### src/rtl/fu_issue_arbiter_pkg.sv
// Shared types and constants for the FU issue-port arbiter.
package fu_issue_arbiter_pkg;

    typedef enum logic [1:0] {
        ARB_IDLE  = 2'd0,
        ARB_GRANT = 2'd1,
        ARB_HOLD  = 2'd2,
        ARB_FLUSH = 2'd3
    } arb_state_t;

    localparam int ARB_REQ_ALU = 0;
    localparam int ARB_REQ_LS  = 1;
    localparam int ARB_WAIT_W  = 4;
    localparam int ARB_STAT_W  = 32;

    function automatic logic [ARB_WAIT_W-1:0] sat_inc_wait(
        input logic [ARB_WAIT_W-1:0] val,
        input logic [ARB_WAIT_W-1:0] lim
    );
        return (val >= lim) ? val : val + ARB_WAIT_W'(1);
    endfunction

    function automatic logic [ARB_STAT_W-1:0] sat_inc_stat(input logic [ARB_STAT_W-1:0] val);
        return (&val) ? val : val + ARB_STAT_W'(1);
    endfunction

endpackage

### src/rtl/fu_issue_arbiter_if.sv
// Request/grant bundle between the reservation stations and the issue arbiter.
interface fu_issue_arbiter_if #(
    parameter int NUM_REQ      = 2,
    parameter int REQ_IDX_SIZE = 1
);
    logic [NUM_REQ-1:0]      in_req;
    logic [NUM_REQ-1:0]      in_req_multi;
    logic                    in_port_ready;
    logic                    in_done;
    logic                    in_rob_is_mispred;
    logic [NUM_REQ-1:0]      out_gnt;
    logic                    out_gnt_valid;
    logic [REQ_IDX_SIZE-1:0] out_gnt_idx;
    logic                    out_busy;

    modport master (
        output in_req, in_req_multi, in_port_ready, in_done, in_rob_is_mispred,
        input  out_gnt, out_gnt_valid, out_gnt_idx, out_busy
    );

    modport slave (
        input  in_req, in_req_multi, in_port_ready, in_done, in_rob_is_mispred,
        output out_gnt, out_gnt_valid, out_gnt_idx, out_busy
    );
endinterface

### src/rtl/fu_issue_arbiter_rr_priority_pick.sv
// Combinational picker: lowest forced index first, else first request at/after rr_ptr.
module rr_priority_pick #(
    parameter int NUM_REQ      = 2,
    parameter int REQ_IDX_SIZE = 1
) (
    input  logic [NUM_REQ-1:0]      req,
    input  logic [REQ_IDX_SIZE-1:0] rr_ptr,
    input  logic [NUM_REQ-1:0]      forced,
    output logic [NUM_REQ-1:0]      pick,
    output logic                    valid
);
    logic hit_s;
    int   idx_s;

    // Priority search; "valid" doubles as the found-so-far flag
    always_comb begin
        pick  = '0;
        valid = 1'b0;
        hit_s = 1'b0;
        idx_s = 0;
        if (|forced) begin
            for (int i = 0; i < NUM_REQ; i++) begin
                hit_s   = forced[i] && !valid;
                pick[i] = hit_s;
                valid   = valid | hit_s;
            end
        end else begin
            for (int k = 0; k < NUM_REQ; k++) begin
                idx_s       = (int'(rr_ptr) + k) % NUM_REQ;
                hit_s       = req[idx_s] && !valid;
                pick[idx_s] = hit_s;
                valid       = valid | hit_s;
            end
        end
    end
endmodule

### src/rtl/fu_issue_arbiter.sv
// Issue-port arbiter: registered round-robin grant with starvation override,
// multi-cycle hold and mispredict flush. Optional statistics: ARB_STATS_EN.
module fu_issue_arbiter
    import fu_issue_arbiter_pkg::*;
#(
    parameter int NUM_REQ      = 2,
    parameter int REQ_IDX_SIZE = 1,
    parameter int MAX_WAIT     = 4
) (
    input  logic                 in_clk,
    input  logic                 in_rst_n,
    fu_issue_arbiter_if.slave    arb
`ifdef ARB_STATS_EN
    ,
    output logic [NUM_REQ-1:0][ARB_STAT_W-1:0] out_gnt_count,
    output logic [ARB_STAT_W-1:0]              out_conflict_count
`endif
);
    arb_state_t                          state_r, state_next_s;
    logic [REQ_IDX_SIZE-1:0]             rr_ptr_r, pick_idx_s;
    logic [NUM_REQ-1:0][ARB_WAIT_W-1:0]  wait_r;
    logic [NUM_REQ-1:0]                  forced_s, pick_oh_s, gnt_next_s, gnt_r;
    logic [REQ_IDX_SIZE-1:0]             gnt_idx_next_s, gnt_idx_r;
    logic                                pick_valid_s, can_arb_s, busy_next_s;
    logic                                gnt_valid_r, busy_r;

    // A requester is forced only while it still requests and has waited MAX_WAIT
    always_comb begin
        forced_s = '0;
        for (int i = 0; i < NUM_REQ; i++) begin
            forced_s[i] = arb.in_req[i] && (wait_r[i] == ARB_WAIT_W'(MAX_WAIT));
        end
    end

    rr_priority_pick #(.NUM_REQ(NUM_REQ), .REQ_IDX_SIZE(REQ_IDX_SIZE)) u_pick (
        .req    (arb.in_req),
        .rr_ptr (rr_ptr_r),
        .forced (forced_s),
        .pick   (pick_oh_s),
        .valid  (pick_valid_s)
    );

    // Encode the one-hot pick and decide whether a grant issues at this edge
    always_comb begin
        pick_idx_s = '0;
        for (int i = 0; i < NUM_REQ; i++) begin
            pick_idx_s = pick_oh_s[i] ? REQ_IDX_SIZE'(i) : pick_idx_s;
        end
        can_arb_s = ((state_r == ARB_IDLE) || (state_r == ARB_GRANT)) &&
                    arb.in_port_ready && pick_valid_s && !arb.in_rob_is_mispred;
    end

    // State register
    always_ff @(posedge in_clk or negedge in_rst_n) begin
        if (!in_rst_n) begin
            state_r <= ARB_IDLE;
        end else begin
            state_r <= state_next_s;
        end
    end

    // Next-state logic; a mispredict overrides every other event
    always_comb begin
        state_next_s = state_r;
        if (arb.in_rob_is_mispred) begin
            state_next_s = ARB_FLUSH;
        end else begin
            case (state_r)
                ARB_IDLE, ARB_GRANT: begin
                    if (can_arb_s) begin
                        state_next_s = (|(pick_oh_s & arb.in_req_multi)) ? ARB_HOLD : ARB_GRANT;
                    end else begin
                        state_next_s = ARB_IDLE;
                    end
                end
                ARB_HOLD:  state_next_s = arb.in_done ? ARB_IDLE : ARB_HOLD;
                ARB_FLUSH: state_next_s = ARB_IDLE;
                default:   state_next_s = ARB_IDLE;
            endcase
        end
    end

    // Next values of the registered outputs
    always_comb begin
        gnt_next_s     = can_arb_s ? pick_oh_s : '0;
        gnt_idx_next_s = can_arb_s ? pick_idx_s : '0;
        busy_next_s    = (state_r == ARB_HOLD) && !arb.in_done && !arb.in_rob_is_mispred;
    end

    // Output registers and round-robin pointer (pointer survives a flush)
    always_ff @(posedge in_clk or negedge in_rst_n) begin
        if (!in_rst_n) begin
            gnt_r       <= '0;
            gnt_valid_r <= 1'b0;
            gnt_idx_r   <= '0;
            busy_r      <= 1'b0;
            rr_ptr_r    <= '0;
        end else begin
            gnt_r       <= gnt_next_s;
            gnt_valid_r <= can_arb_s;
            gnt_idx_r   <= gnt_idx_next_s;
            busy_r      <= busy_next_s;
            if (can_arb_s) begin
                rr_ptr_r <= (pick_idx_s == REQ_IDX_SIZE'(NUM_REQ - 1)) ? '0
                                                                       : pick_idx_s + REQ_IDX_SIZE'(1);
            end
        end
    end

    // Wait counters: saturate while denied, clear on grant, drop or flush
    always_ff @(posedge in_clk or negedge in_rst_n) begin
        if (!in_rst_n) begin
            wait_r <= '0;
        end else if (arb.in_rob_is_mispred) begin
            wait_r <= '0;
        end else begin
            for (int i = 0; i < NUM_REQ; i++) begin
                if (!arb.in_req[i] || gnt_next_s[i]) begin
                    wait_r[i] <= '0;
                end else begin
                    wait_r[i] <= sat_inc_wait(wait_r[i], ARB_WAIT_W'(MAX_WAIT));
                end
            end
        end
    end

    assign arb.out_gnt       = gnt_r;
    assign arb.out_gnt_valid = gnt_valid_r;
    assign arb.out_gnt_idx   = gnt_idx_r;
    assign arb.out_busy      = busy_r;

`ifdef ARB_STATS_EN
    logic [NUM_REQ-1:0][ARB_STAT_W-1:0] gnt_count_r;
    logic [ARB_STAT_W-1:0]              conflict_count_r;
    logic                               conflict_s;

    // Two or more simultaneous requests while the port is ready
    always_comb begin
        conflict_s = 1'b0;
        if (arb.in_port_ready) begin
            conflict_s = ($countones(arb.in_req) > 1);
        end else begin
            conflict_s = 1'b0;
        end
    end

    // Statistics counters: reset only by rst_n, untouched by flush
    always_ff @(posedge in_clk or negedge in_rst_n) begin
        if (!in_rst_n) begin
            gnt_count_r      <= '0;
            conflict_count_r <= '0;
        end else begin
            for (int i = 0; i < NUM_REQ; i++) begin
                if (gnt_next_s[i]) begin
                    gnt_count_r[i] <= sat_inc_stat(gnt_count_r[i]);
                end
            end
            if (conflict_s) begin
                conflict_count_r <= sat_inc_stat(conflict_count_r);
            end
`ifdef DEBUG
            if (can_arb_s) begin
                $display("(ARB) grant %0d", pick_idx_s);
            end
`endif
        end
    end

    assign out_gnt_count      = gnt_count_r;
    assign out_conflict_count = conflict_count_r;
`endif

endmodule

### src/flat_wrapper.sv
// flat-port wrapper written by rule: the top's interface ports become plain ports
module fu_issue_arbiter_flat import fu_issue_arbiter_pkg::*;
#(
    parameter int NUM_REQ      = 2,
    parameter int REQ_IDX_SIZE = 1,
    parameter int MAX_WAIT     = 4
)
  (in_clk, in_rst_n, arb_in_req, arb_in_req_multi, arb_in_port_ready, arb_in_done, arb_in_rob_is_mispred, arb_out_gnt, arb_out_gnt_valid, arb_out_gnt_idx, arb_out_busy);
  fu_issue_arbiter_if #(.NUM_REQ(NUM_REQ), .REQ_IDX_SIZE(REQ_IDX_SIZE)) arb_i ();
  input  logic in_clk;
  input  logic in_rst_n;
  input wire logic [$bits(arb_i.in_req)-1:0] arb_in_req;
  input wire logic [$bits(arb_i.in_req_multi)-1:0] arb_in_req_multi;
  input wire logic [$bits(arb_i.in_port_ready)-1:0] arb_in_port_ready;
  input wire logic [$bits(arb_i.in_done)-1:0] arb_in_done;
  input wire logic [$bits(arb_i.in_rob_is_mispred)-1:0] arb_in_rob_is_mispred;
  output wire logic [$bits(arb_i.out_gnt)-1:0] arb_out_gnt;
  output wire logic [$bits(arb_i.out_gnt_valid)-1:0] arb_out_gnt_valid;
  output wire logic [$bits(arb_i.out_gnt_idx)-1:0] arb_out_gnt_idx;
  output wire logic [$bits(arb_i.out_busy)-1:0] arb_out_busy;
  assign arb_i.in_req = arb_in_req;
  assign arb_i.in_req_multi = arb_in_req_multi;
  assign arb_i.in_port_ready = arb_in_port_ready;
  assign arb_i.in_done = arb_in_done;
  assign arb_i.in_rob_is_mispred = arb_in_rob_is_mispred;
  assign arb_out_gnt = arb_i.out_gnt;
  assign arb_out_gnt_valid = arb_i.out_gnt_valid;
  assign arb_out_gnt_idx = arb_i.out_gnt_idx;
  assign arb_out_busy = arb_i.out_busy;
  fu_issue_arbiter #(.NUM_REQ(NUM_REQ), .REQ_IDX_SIZE(REQ_IDX_SIZE), .MAX_WAIT(MAX_WAIT)) u_core (.in_clk(in_clk), .in_rst_n(in_rst_n), .arb(arb_i));
endmodule
### config.mk
export PLATFORM = sky130hd
export DESIGN_NAME = fu_issue_arbiter_flat
export DESIGN_NICKNAME = d
export VERILOG_FILES = /design/src/rtl/fu_issue_arbiter_pkg.sv /design/src/rtl/fu_issue_arbiter_if.sv /design/src/rtl/fu_issue_arbiter_rr_priority_pick.sv /design/src/rtl/fu_issue_arbiter.sv /design/src/flat_wrapper.sv
export SDC_FILE = /design/constraint.sdc
export NUM_CORES = 1
export LEC_CHECK = 0
export ABC_AREA = 1
export BUFFER_PORTS_ARGS = -buffer_cell sky130_fd_sc_hd__buf_2
export CAP_MARGIN = 20
export CORE_MARGIN = 4
export CORE_UTILIZATION = 42
export DETAILED_ROUTE_END_ITERATION = 7
export PLACE_DENSITY = 0.72
export SLEW_MARGIN = 5
export SYNTH_ARGS = -nofsm -noshare
export SYNTH_HDL_FRONTEND = slang
export SYNTH_HIERARCHICAL = 1
export SYNTH_SLANG_ARGS = --single-unit
### constraint.sdc
create_clock -name in_clk -period 1.9 [get_ports in_clk]
set_clock_uncertainty 0.05 [all_clocks]
set_input_delay 0.095 -clock in_clk [delete_from_list [all_inputs] [get_ports in_clk]]
set_output_delay 0.095 -clock in_clk [all_outputs]
set_load 0.01 [all_outputs]
### Word level (Yosys, flattened, before mapping)

Index checks and enable logic that the tools add are counted.

* latch bits: 0
* output and inout port bits: 5
* bits in read-only memories: 0
* register bits after elaboration: 16
* memories kept: 0
* input bits: 9
* memory bits (writable): 0

* add/sub/neg operators: 4
* multiply operators: 0
* divide/modulo/power cells: 0
* order comparisons: 6
* reduce and logical (&&, ||, !) cells: 24
* shift-type cells: 0
* multiplexer cells: 26
* bitwise operators: 5
* eq/ne operators: 7

Operators with widths (count)
* two-way mux 4 bit: 4
* two-way mux 2 bit: 6
* logical AND 1 bit: 11
* two-way mux 1 bit: 11
* adder 4 x 1 -> 4 bit (second input constant): 2
* equality test 4 x 3 -> 1 bit (second input constant): 2
* greater-or-equal comparator 4 x 3 -> 1 bit (second input constant): 2
* two-way mux 8 bit: 1
* zero test 1 bit: 6
* != test 3 x 2 -> 1 bit (second input constant): 2
* case mux 2 bit (3 select lines): 1
* OR reduction 2 bit: 3
* AND 2 bit: 2
* equality test 2 bit (second input constant): 2
* logical OR 1 bit: 3
* < comparator 2 x 3 -> 1 bit (second input constant): 1
* adder 1 bit (second input constant): 2
* bitwise mux 2 bit: 1
* demux 1 bit (select 1 bit): 2
* equality test 2 x 1 -> 1 bit (second input constant): 1
* greater-or-equal comparator 2 x 1 -> 1 bit (second input constant): 1
* zero test 2 bit: 1
* < comparator 1 x 2 -> 1 bit (second input constant): 1
* OR 1 bit: 2
* other kinds (2): 2

### Depth between registers and ports, before layout

Gate-level depths: netlist (run 1).

* word-level depth: 14
* gate-level depth with buffers: 13
* gate-level depth less buffers: 13

### Cells and area by module

Netlist (run 1), hierarchy kept.

By module, submodules not included
* fu_issue_arbiter: times used 1, area each 705.7 um2, cells an instance 77, sequential area each 375.4 um2
* rr_priority_pick: times used 1, area each 52.6 um2, cells an instance 14, sequential area each 0.0 um2

### Worst setup path after synthesis (run 1)

No wires, ideal clock.

* path kind: reg-to-reg
* start point: register u_core/wait_r[4] (netlist name)
* end point: register u_core/wait_r[0] (netlist name)
* setup time: 0.123 ns
* buffers on the path: 0
* cell stages (with the launch flop): 14
* arrival time: 1.339 ns
* data required time: 1.727 ns
* setup slack: 0.388 ns
* path through: dfrtp_1 > inv_1 > ha_1 > nand2_1 > nor2_1 > nor2_1 > nand2_1 > nand2_1 > inv_1 > nand3_2 > nand2_1 > inv_2 > nand3_1 > o21ai_1

* longest elaborated chain between the ends: 11

RTL lines
* start: declaration: line fu_issue_arbiter.sv:21 `logic [NUM_REQ-1:0][ARB_WAIT_W-1:0] wait_r;`
* start signal: indexed assignment: line fu_issue_arbiter.sv:121 `wait_r[i] <= sat_inc_wait(wait_r[i], ARB_WAIT_W'(MAX_WAIT));`
* equality test 4 x 3 -> 1 bit *: line fu_issue_arbiter.sv:31 `forced_s[i] = arb.in_req[i] && (wait_r[i] == ARB_WAIT_W'(MAX_WAIT));`
* logical AND 1 bit *: line fu_issue_arbiter.sv:31
* net u_core.forced_s[1]: line fu_issue_arbiter.sv:22 `logic [NUM_REQ-1:0] forced_s, pick_oh_s, gnt_next_s, gnt_r;`
* logical AND 1 bit: line fu_issue_arbiter_rr_priority_pick.sv:23 `hit_s = forced[i] && !valid;`
* OR 1 bit: line fu_issue_arbiter_rr_priority_pick.sv:25 `valid = valid | hit_s;`
* two-way mux 1 bit *: line fu_issue_arbiter_rr_priority_pick.sv:21 `if (|forced) begin`
* net u_core.pick_valid_s: line fu_issue_arbiter.sv:24 `logic pick_valid_s, can_arb_s, busy_next_s;`
* logical AND 1 bit * (2 in series): line fu_issue_arbiter.sv:50 `arb.in_port_ready && pick_valid_s && !arb.in_rob_is_mispred;`
* two-way mux 2 bit *: line fu_issue_arbiter.sv:85 `gnt_next_s = can_arb_s ? pick_oh_s : '0;`
* logical OR 1 bit *: line fu_issue_arbiter.sv:118 `if (!arb.in_req[i] || gnt_next_s[i]) begin`
* two-way mux 4 bit: line fu_issue_arbiter.sv:118
* two-way mux 8 bit: line fu_issue_arbiter.sv:114 `end else if (arb.in_rob_is_mispred) begin`

The timed path passes the listed nets; every way through them passes the cells marked *.
A chain may end at the register's enable or synchronous reset.

### Worst setup path after layout (run 1)

Ends and elaborated chain as after synthesis.

==> results of run 1 <==
## metrics by stage
| stage | util | setup WS (ns) | hold slack (ns) |
|---|---|---|---|
| 2_1_floorplan | - | 0.388 | -0.251 |
| 3_3_place_gp | 0.491 | 0.270 | -0.0407 |
| 3_5_place_dp | 0.491 | 0.227 | -0.0353 |
| 4_1_cts | 0.524 | 0.205 | 0.0456 |
| 5_1_grt | 0.524 | 0.0536 | 0.0702 |
| 6_report | 0.524 | 0.214 | 0.0683 |
## area by class of cell
class                   instances  area, um^2
inverters                      15        56.3
clock inverters                 1        5.00
repair buffers                 16        95.1
multi-input cells              60         319
well taps                      25        31.3
fillers                       177         822
flip-flops and latches         15         375
clock buffers                   3        22.5
## placed cells by master (no fill, tap or decap)
| cell | netlist | layout |
|---|---|---|
| xor2_1 | 1 | 1 |
| o21ai_1 | 3 | 3 |
| nor2_2 | 2 | 2 |
| dfrtp_1 | 15 | 15 |
| inv_2 | 2 | 2 |
| or3b_1 | 1 | 1 |
| clkbuf_4 | 0 | 3 |
| nand3_2 | 1 | 1 |
| xnor2_1 | 1 | 1 |
| dlygate4sd3_1 | 0 | 3 |
| clkinv_2 | 0 | 1 |
| inv_1 | 13 | 13 |
| a22o_1 | 1 | 1 |
| nand3_1 | 6 | 6 |
| o211ai_2 | 1 | 1 |
| buf_2 | 0 | 13 |
| nand2_2 | 1 | 1 |
| nand4_1 | 1 | 1 |
| nor2_1 | 18 | 18 |
| a21oi_1 | 2 | 2 |
| ha_1 | 4 | 4 |
| nand2_1 | 17 | 17 |
## worst paths after layout
kind	start	end	slack, ns	cells past startpoint
max reg2reg	u_core/wait_r[4]$_DFFE_PN0P_	u_core/wait_r[0]$_DFFE_PN0P_	0.21	13
min in group asynchronous	in_rst_n	u_core/arb.out_busy$_DFF_PN0_	0.18	2
max in group asynchronous	in_rst_n	u_core/arb.out_gnt[0]$_DFF_PN0_	1.37	2
min reg2reg	u_core/wait_r[0]$_DFFE_PN0P_	u_core/wait_r[0]$_DFFE_PN0P_	0.47	1
max	u_core/wait_r[4]$_DFFE_PN0P_	u_core/wait_r[0]$_DFFE_PN0P_	0.21	13
min	arb_in_req[1]	u_core/wait_r[6]$_DFFE_PN0P_	0.07	3
## registers in the layout, indices dropped and copies added, names as in the netlist
name                      count
u_core/wait_r                 8
u_core/arb.out_busy           1
u_core/arb.out_gnt_valid      1
u_core/arb.out_gnt_idx        1
u_core/rr_ptr_r               1
u_core/state_r                2
u_core/arb.out_gnt            1
## logic make-up (layout without fill, tap and decap cells)
kind of cell	after synthesis	count (layout)	share of synthesized area
xor gates and xnor gates	2	2	0.0231
and+or+nand+nor	47	47	0.271
DFF	15	15	0.495
adders and majority gates	4	4	0.0660
buffers and inverters	16	35	0.0842
AOI/OAI and AO/OA	7	7	0.0611
## layer usage
metal	vias up	routed length, um
li1	319	-
met1	277	631
met2	12	610
met3	0	80
met4	0	0
met5	-	0
## where the power goes
part / internal (W) / switching, W
sequential: 0.000334 / 0.00000941
clock: 0.0000782 / 0.000101
combinational: 0.0000335 / 0.0000504
## worst max-delay path, cell delays in order, from the launching register on
cell and delay (ns):
dfrtp_1 0.39, inv_1 0.09, ha_1 0.15, nand2_1 0.05, nor2_1 0.17, nor2_1 0.09, nand2_1 0.06, nand2_1 0.05
inv_1 0.08, nand3_2 0.11, nand2_1 0.12, inv_2 0.05, nand3_1 0.06, o21ai_1 0.07
==> metrics.md, run 1 <==
| Metric | Value |
|---|---|
| Status | `complete, no violations` |
| Most Crowded Layer GR | `met2` |
| Die area | `2550 um^2` |
| Row count | `15` |
| Met1 Usage GRT | `0.153` |
| Tcrit/Tclk final | `0.888` |
| DR vias | `608` |
| Flops & latches, synth | `15` |
| GR Layer Usage met2 | `0.196` |
| Inst Count DP | `128` |
| I/O Pins | `14` |
| Vias in the first global route | `576` |
| Largest net degree at the start of global routing | `16` |
| Area post-placement | `847 um^2` |
| Initial antenna violation count | `0` |
| GRT Util Overall | `0.125` |
| Post-Layout Inst Area | `905 um^2` |
| Commonest register cell after synthesis | `dfrtp_1` |
| Slew Limit Fails | `0` |
| Root Driver | `clkbuf_4` |
| Post-synth EDFFs | `0` |
| CP Class | `reg2reg` |
| Hold WC Path Type | `in2reg` |
| Synth Instances | `91` |
| Crit. End Element | `flop` |
| CP arrival | `1.81 ns` |
| Final GP Congestion | `around 0.75` |
| Syn_area_per_cell | `between 8 and 9 um^2` |
| DRC | `0` |
| RSZ-0062 raised after global routing | `no` |
| Leak pwr | `0.486 nW` |
| Max-Cap Viols | `0` |
| IO buf count | `13` |
| Layout cells sized above 1 | `0.218` |
| Slew margin rel. | `0.781` |
| PD cells | `roughly 670 nW/um^2` |
| CTS clk-pin slew, worst paths | `0.09 ns` |
| # setup viols final | `0` |
| Hold buffer count at cts | `3` |
| Synth cell types | `19` |
| TritonCTS Buffers | `3` |
| Yosys top cell area share | `0.495` |
| Crit path time final | `1.69 ns` |
| CTS tree | `yes` |
| Detailed router's first-iteration violation count | `4` |
| Clock H-tree levels | `1` |
| Setup TNS | `0 ns` |
| Synth area leaders | `dfrtp_1, nor2_1, nand2_1` |
| Wirelength per Cell | `9.79 um` |
| Vias per cell | `between 4 and 5` |
| Routing usage on met3 | `0.0534` |
| Ys Warns | `6` |
| Synth async-reset ratio | `1.00` |
| Router iterations before antenna repair | `4` |
| Pwr Total | `0.000606 W` |
| Clock tree sinks | `15` |
| Worst Setup Start Kind | `flop` |
| Clk Latency, worst-skew pair | `0.28 ns` |
| Number of post-CTS setup repair buffers | `0` |
| Global-route wire length before repair | `between 2000 and 2500 um` |
| Die Width | `50.5 um` |
| Routed WL | `1320 um` |
| WP data required | `2.02 ns` |
| Core region area | `around 1700 um^2` |
| Layout area overhead | `19.3%` |
| Max Fanout on Critical Path | `4` |
| Post-synthesis sequential area ratio | `0.495` |
| Antenna Cells | `0` |
| Die Y | `50.5 um` |
| Synth area leader | `dfrtp_1` |
| Starting density of the core | `0.439` |
| VDD IR max | `0.397 mV` |
| Finished Layout Cells | `between 100 and 150` |
| Clk buf depth | `2` |
| Grt total ovfl | `0` |
| Final hold violations | `0` |
| Count leader, synth | `nor2_1` |
| Syn Nets | `104` |
| Commonest cells post-synth | `nor2_1, nand2_1, dfrtp_1, inv_1, nand3_1` |
| Number of nets in the layout | `roughly 120` |
| Max Fclk | `0.593 GHz` |
| DP Wirelength | `1040 um` |
| Final ANT Viol Nets | `0` |
| Mapped cell area | `around 760 um^2` |
| Worst Max-Slew Pin Slew | `0.328 ns` |
| CTS resizes | `0` |
Note: power is estimated with default switching activity, not from simulation.
==> run 2: changes to the inputs <==
Settings changed: ABC_AREA 1 to default, CTS_CLUSTER_SIZE from default to 28.
==> metrics.md, run 2 <==
| Metric | Value |
|---|---|
| Commonest cells post-synth | `dfrtp_1, inv_1, a211oi_1, ha_1, o21ai_0` |
| Wirelength per Cell | `14.1 um (+44%)` |
| CP Cell Sequence | `inv_1 > ha_2 > and4b_2 > or4_4 > nor4bb_4 > a221o_1` |
| Core region area | `1730 um^2 (unchanged)` |
| Max Fclk | `0.509 GHz (-14%)` |
| Root Driver | `clkbuf_4` |
| TritonCTS Buffers | `3 (unchanged)` |
| Cell family with most CP delay | `simple AND/OR/NAND/NOR gates` |
| DP Wirelength | `1140 um (+10%)` |
| Global-route wire length before repair | `2550 um (+9.5%)` |
| # setup viols final | `7 (+7)` |
| Largest regs | `u_core/wait_r (8), u_core/state_r (2)` |
| Clk Latency, worst-skew pair | `0.28 ns (about the same)` |
| Crit path time final | `1.96 ns (+0.276 ns)` |
| Hold WC Path Type | `in2reg` |
| WP data required | `2.02 ns (about the same)` |
| Max-Cap Viols | `0 (unchanged)` |
| Final ANT Viol Nets | `0 (unchanged)` |
| I/O Pins | `14 (unchanged)` |
| Initial antenna violation count | `0 (unchanged)` |
| VDD IR max | `0.326 mV (-18%)` |
| Inst Count DP | `116 (-9.4%)` |
| Slew margin rel. | `0.780 (-0.00106)` |
| Clock H-tree levels | `1 (unchanged)` |
| RSZ-0062 raised after global routing | `yes` |
| CTS clk-pin slew, worst paths | `0.09 ns (about the same)` |
| Largest net degree at the start of global routing | `16 (unchanged)` |
| Commonest non-fill, non-tap cells in the layout | `dfrtp_1, buf_2, buf_4` |
| Slew Limit Fails | `0 (unchanged)` |
| WP buf/inv | `1 (-2)` |
| Synth area leader | `dfrtp_1` |
| Synth Instances | `70 (-23%)` |
| Mapped cell area | `766 um^2 (+0.99%)` |
| DRC | `0 (unchanged)` |
| Count leader, synth | `dfrtp_1` |
| Commonest non-fill, non-tap cell in the layout | `dfrtp_1` |
| R2R Setup Slk | `-0.06 ns (-0.28 ns)` |
| Vias per cell | `5.14 (+14%)` |
| Final GP Congestion | `0.710 (-5.6%)` |
| Max Fanout on Critical Path | `3 (-1)` |
| Grt total ovfl | `0 (unchanged)` |
| PD cells | `603 nW/um^2 (-10%)` |
| Ys Warns | `6 (unchanged)` |
| Flops & latches, synth | `15 (unchanged)` |
| Row count | `15 (unchanged)` |
| Post-synthesis sequential area ratio | `0.490 (-0.00485)` |
| CP arrival | `2.08 ns (+0.27 ns)` |
| CTS tree | `yes` |
| Router iterations before antenna repair | `4 (unchanged)` |
| Layout area overhead | `39.5%` |
| Layout cells sized above 1 | `0.490 (+0.272)` |
| Syn Nets | `83 (-20%)` |
| IO buf count | `13 (unchanged)` |
| Die Width | `50.7 um (+0.42%)` |
| DR vias | `632 (+3.9%)` |
| Starting density of the core | `0.443 (+0.00435)` |
| CP max stage cell | `or4_4` |
| Finished Layout Cells | `123 (-8.9%)` |
| Vias in the first global route | `554 (-3.8%)` |
| GRT Util Overall | `0.134 (+0.00985)` |
| Failing checks | `setup timing` |
| Setup slack after layout | `-0.0628 ns (-0.276 ns)` |
| Antenna Cells | `0 (unchanged)` |
| Syn_area_per_cell | `10.9 um^2 (+31%)` |
| Yosys top cell area share | `0.490 (-0.00485)` |
| Tcrit/Tclk final | `1.03 (+0.146)` |
| Synth cell types | `28 (+9)` |
| Leak pwr | `0.514 nW (+5.8%)` |
| Synth area leaders | `dfrtp_1, ha_1, a211oi_1` |
| Routed WL | `1740 um (+32%)` |
| Clk buf depth | `2 (unchanged)` |
| Number of nets in the layout | `112 (-9.7%)` |
| Crit. End Element | `flop` |
| Worst Setup Start Kind | `flop` |
| Setup TNS | `-0.119 ns (-0.119 ns)` |
| Top reg by flops | `u_core/wait_r` |
| Die area | `2570 um^2 (+0.83%)` |
| Synth async-reset ratio | `1.00 (unchanged)` |
| Detailed router's first-iteration violation count | `8 (+4)` |
| Pwr Total | `0.000644 W (+6.2%)` |
| Commonest register cell after synthesis | `dfrtp_1` |
| Final hold violations | `0 (unchanged)` |
| Max reg flops | `8 (unchanged)` |
| Post-synth EDFFs | `0 (unchanged)` |
| Worst Max-Slew Pin Slew | `0.330 ns (+0.00158 ns)` |
| Die Y | `50.7 um (+0.42%)` |
| Pre-CTS setup slack | `-0.114 ns (-0.341 ns)` |
| Clock tree sinks | `15 (unchanged)` |
| Status | `finished with violations` |
| Max incr delay on CP | `0.50 ns (+0.11 ns)` |
| CP Class | `reg2reg` |
-- run 2: timing repair --
action	4_1_cts	5_1_grt
endpoints found under the setup margin	12	13
gates resized for setup	8	11
buffers inserted	0	1
pin swaps	4	3
hold buffers	2	0
hold endpoints to repair	16	0
-- run 2: kinds of logic after synthesis --
kind of cell,count (synthesis),share of synthesized area
compound gates,15,0.147
fa+ha+maj,4,0.0654
buf+inv,10,0.0556
simple gates,25,0.229
mux,1,0.0131
flops,15,0.490
-- run 2: per-layer routing --
layer  part of all wire  vias up  global-route usage
li1                   -      306                   -
met1               0.46      315               0.192
met2               0.50        9               0.196
met3              0.030        2              0.0386
met4             0.0069        0              0.0404
met5                  0        -                   0
-- run 2: metrics by stage --
step	utilization	cell area, um^2	hold WS (ns)
final	0.619	1070	0.0341
after global routing	0.619	1070	0.0165
after CTS	0.582	1000	0.0171
after detailed placement	0.536	925	-0.0360
after global placement	0.536	925	-0.0405
after floorplan	-	766	-0.251
-- run 2: report_power, final --
group          internal [W]  switching, W
Sequential         0.000335     0.0000144
Clock             0.0000780      0.000100
Combinational     0.0000604     0.0000562
Total              0.000473      0.000171
-- run 2: cell type report --
type | instances | area (um^2)
fill | 155 | 658
timing repair buffer | 26 | 168
multi-input combinational | 45 | 437
sequential | 15 | 375
tap | 25 | 31.3
inverter | 8 | 30.0
clock buffer | 3 | 22.5
clock inverter | 1 | 5.00
-- run 2: worst paths after layout --
path / start / to / depth (start not counted)
worst max-delay path: u_core/wait_r[4]$_DFFE_PN0P_ / u_core/state_r[1]$_DFF_PN0_ / 6
worst min-delay path: arb_in_rob_is_mispred / u_core/arb.out_busy$_DFF_PN0_ / 2
worst max register to register: u_core/wait_r[4]$_DFFE_PN0P_ / u_core/state_r[1]$_DFF_PN0_ / 6
worst min register to register: u_core/state_r[0]$_DFF_PN0_ / u_core/arb.out_busy$_DFF_PN0_ / 1
max in group asynchronous: in_rst_n / u_core/wait_r[1]$_DFFE_PN0P_ / 2
min in group asynchronous: in_rst_n / u_core/rr_ptr_r$_DFFE_PN0P_ / 2
-- run 2: worst register-to-register path, stage by stage (launching register included) --
cell	delay, ns
dfrtp_1	0.36
inv_1	0.05
ha_2	0.16
and4b_2	0.23
or4_4	0.50
nor4bb_4	0.19
a221o_1	0.32
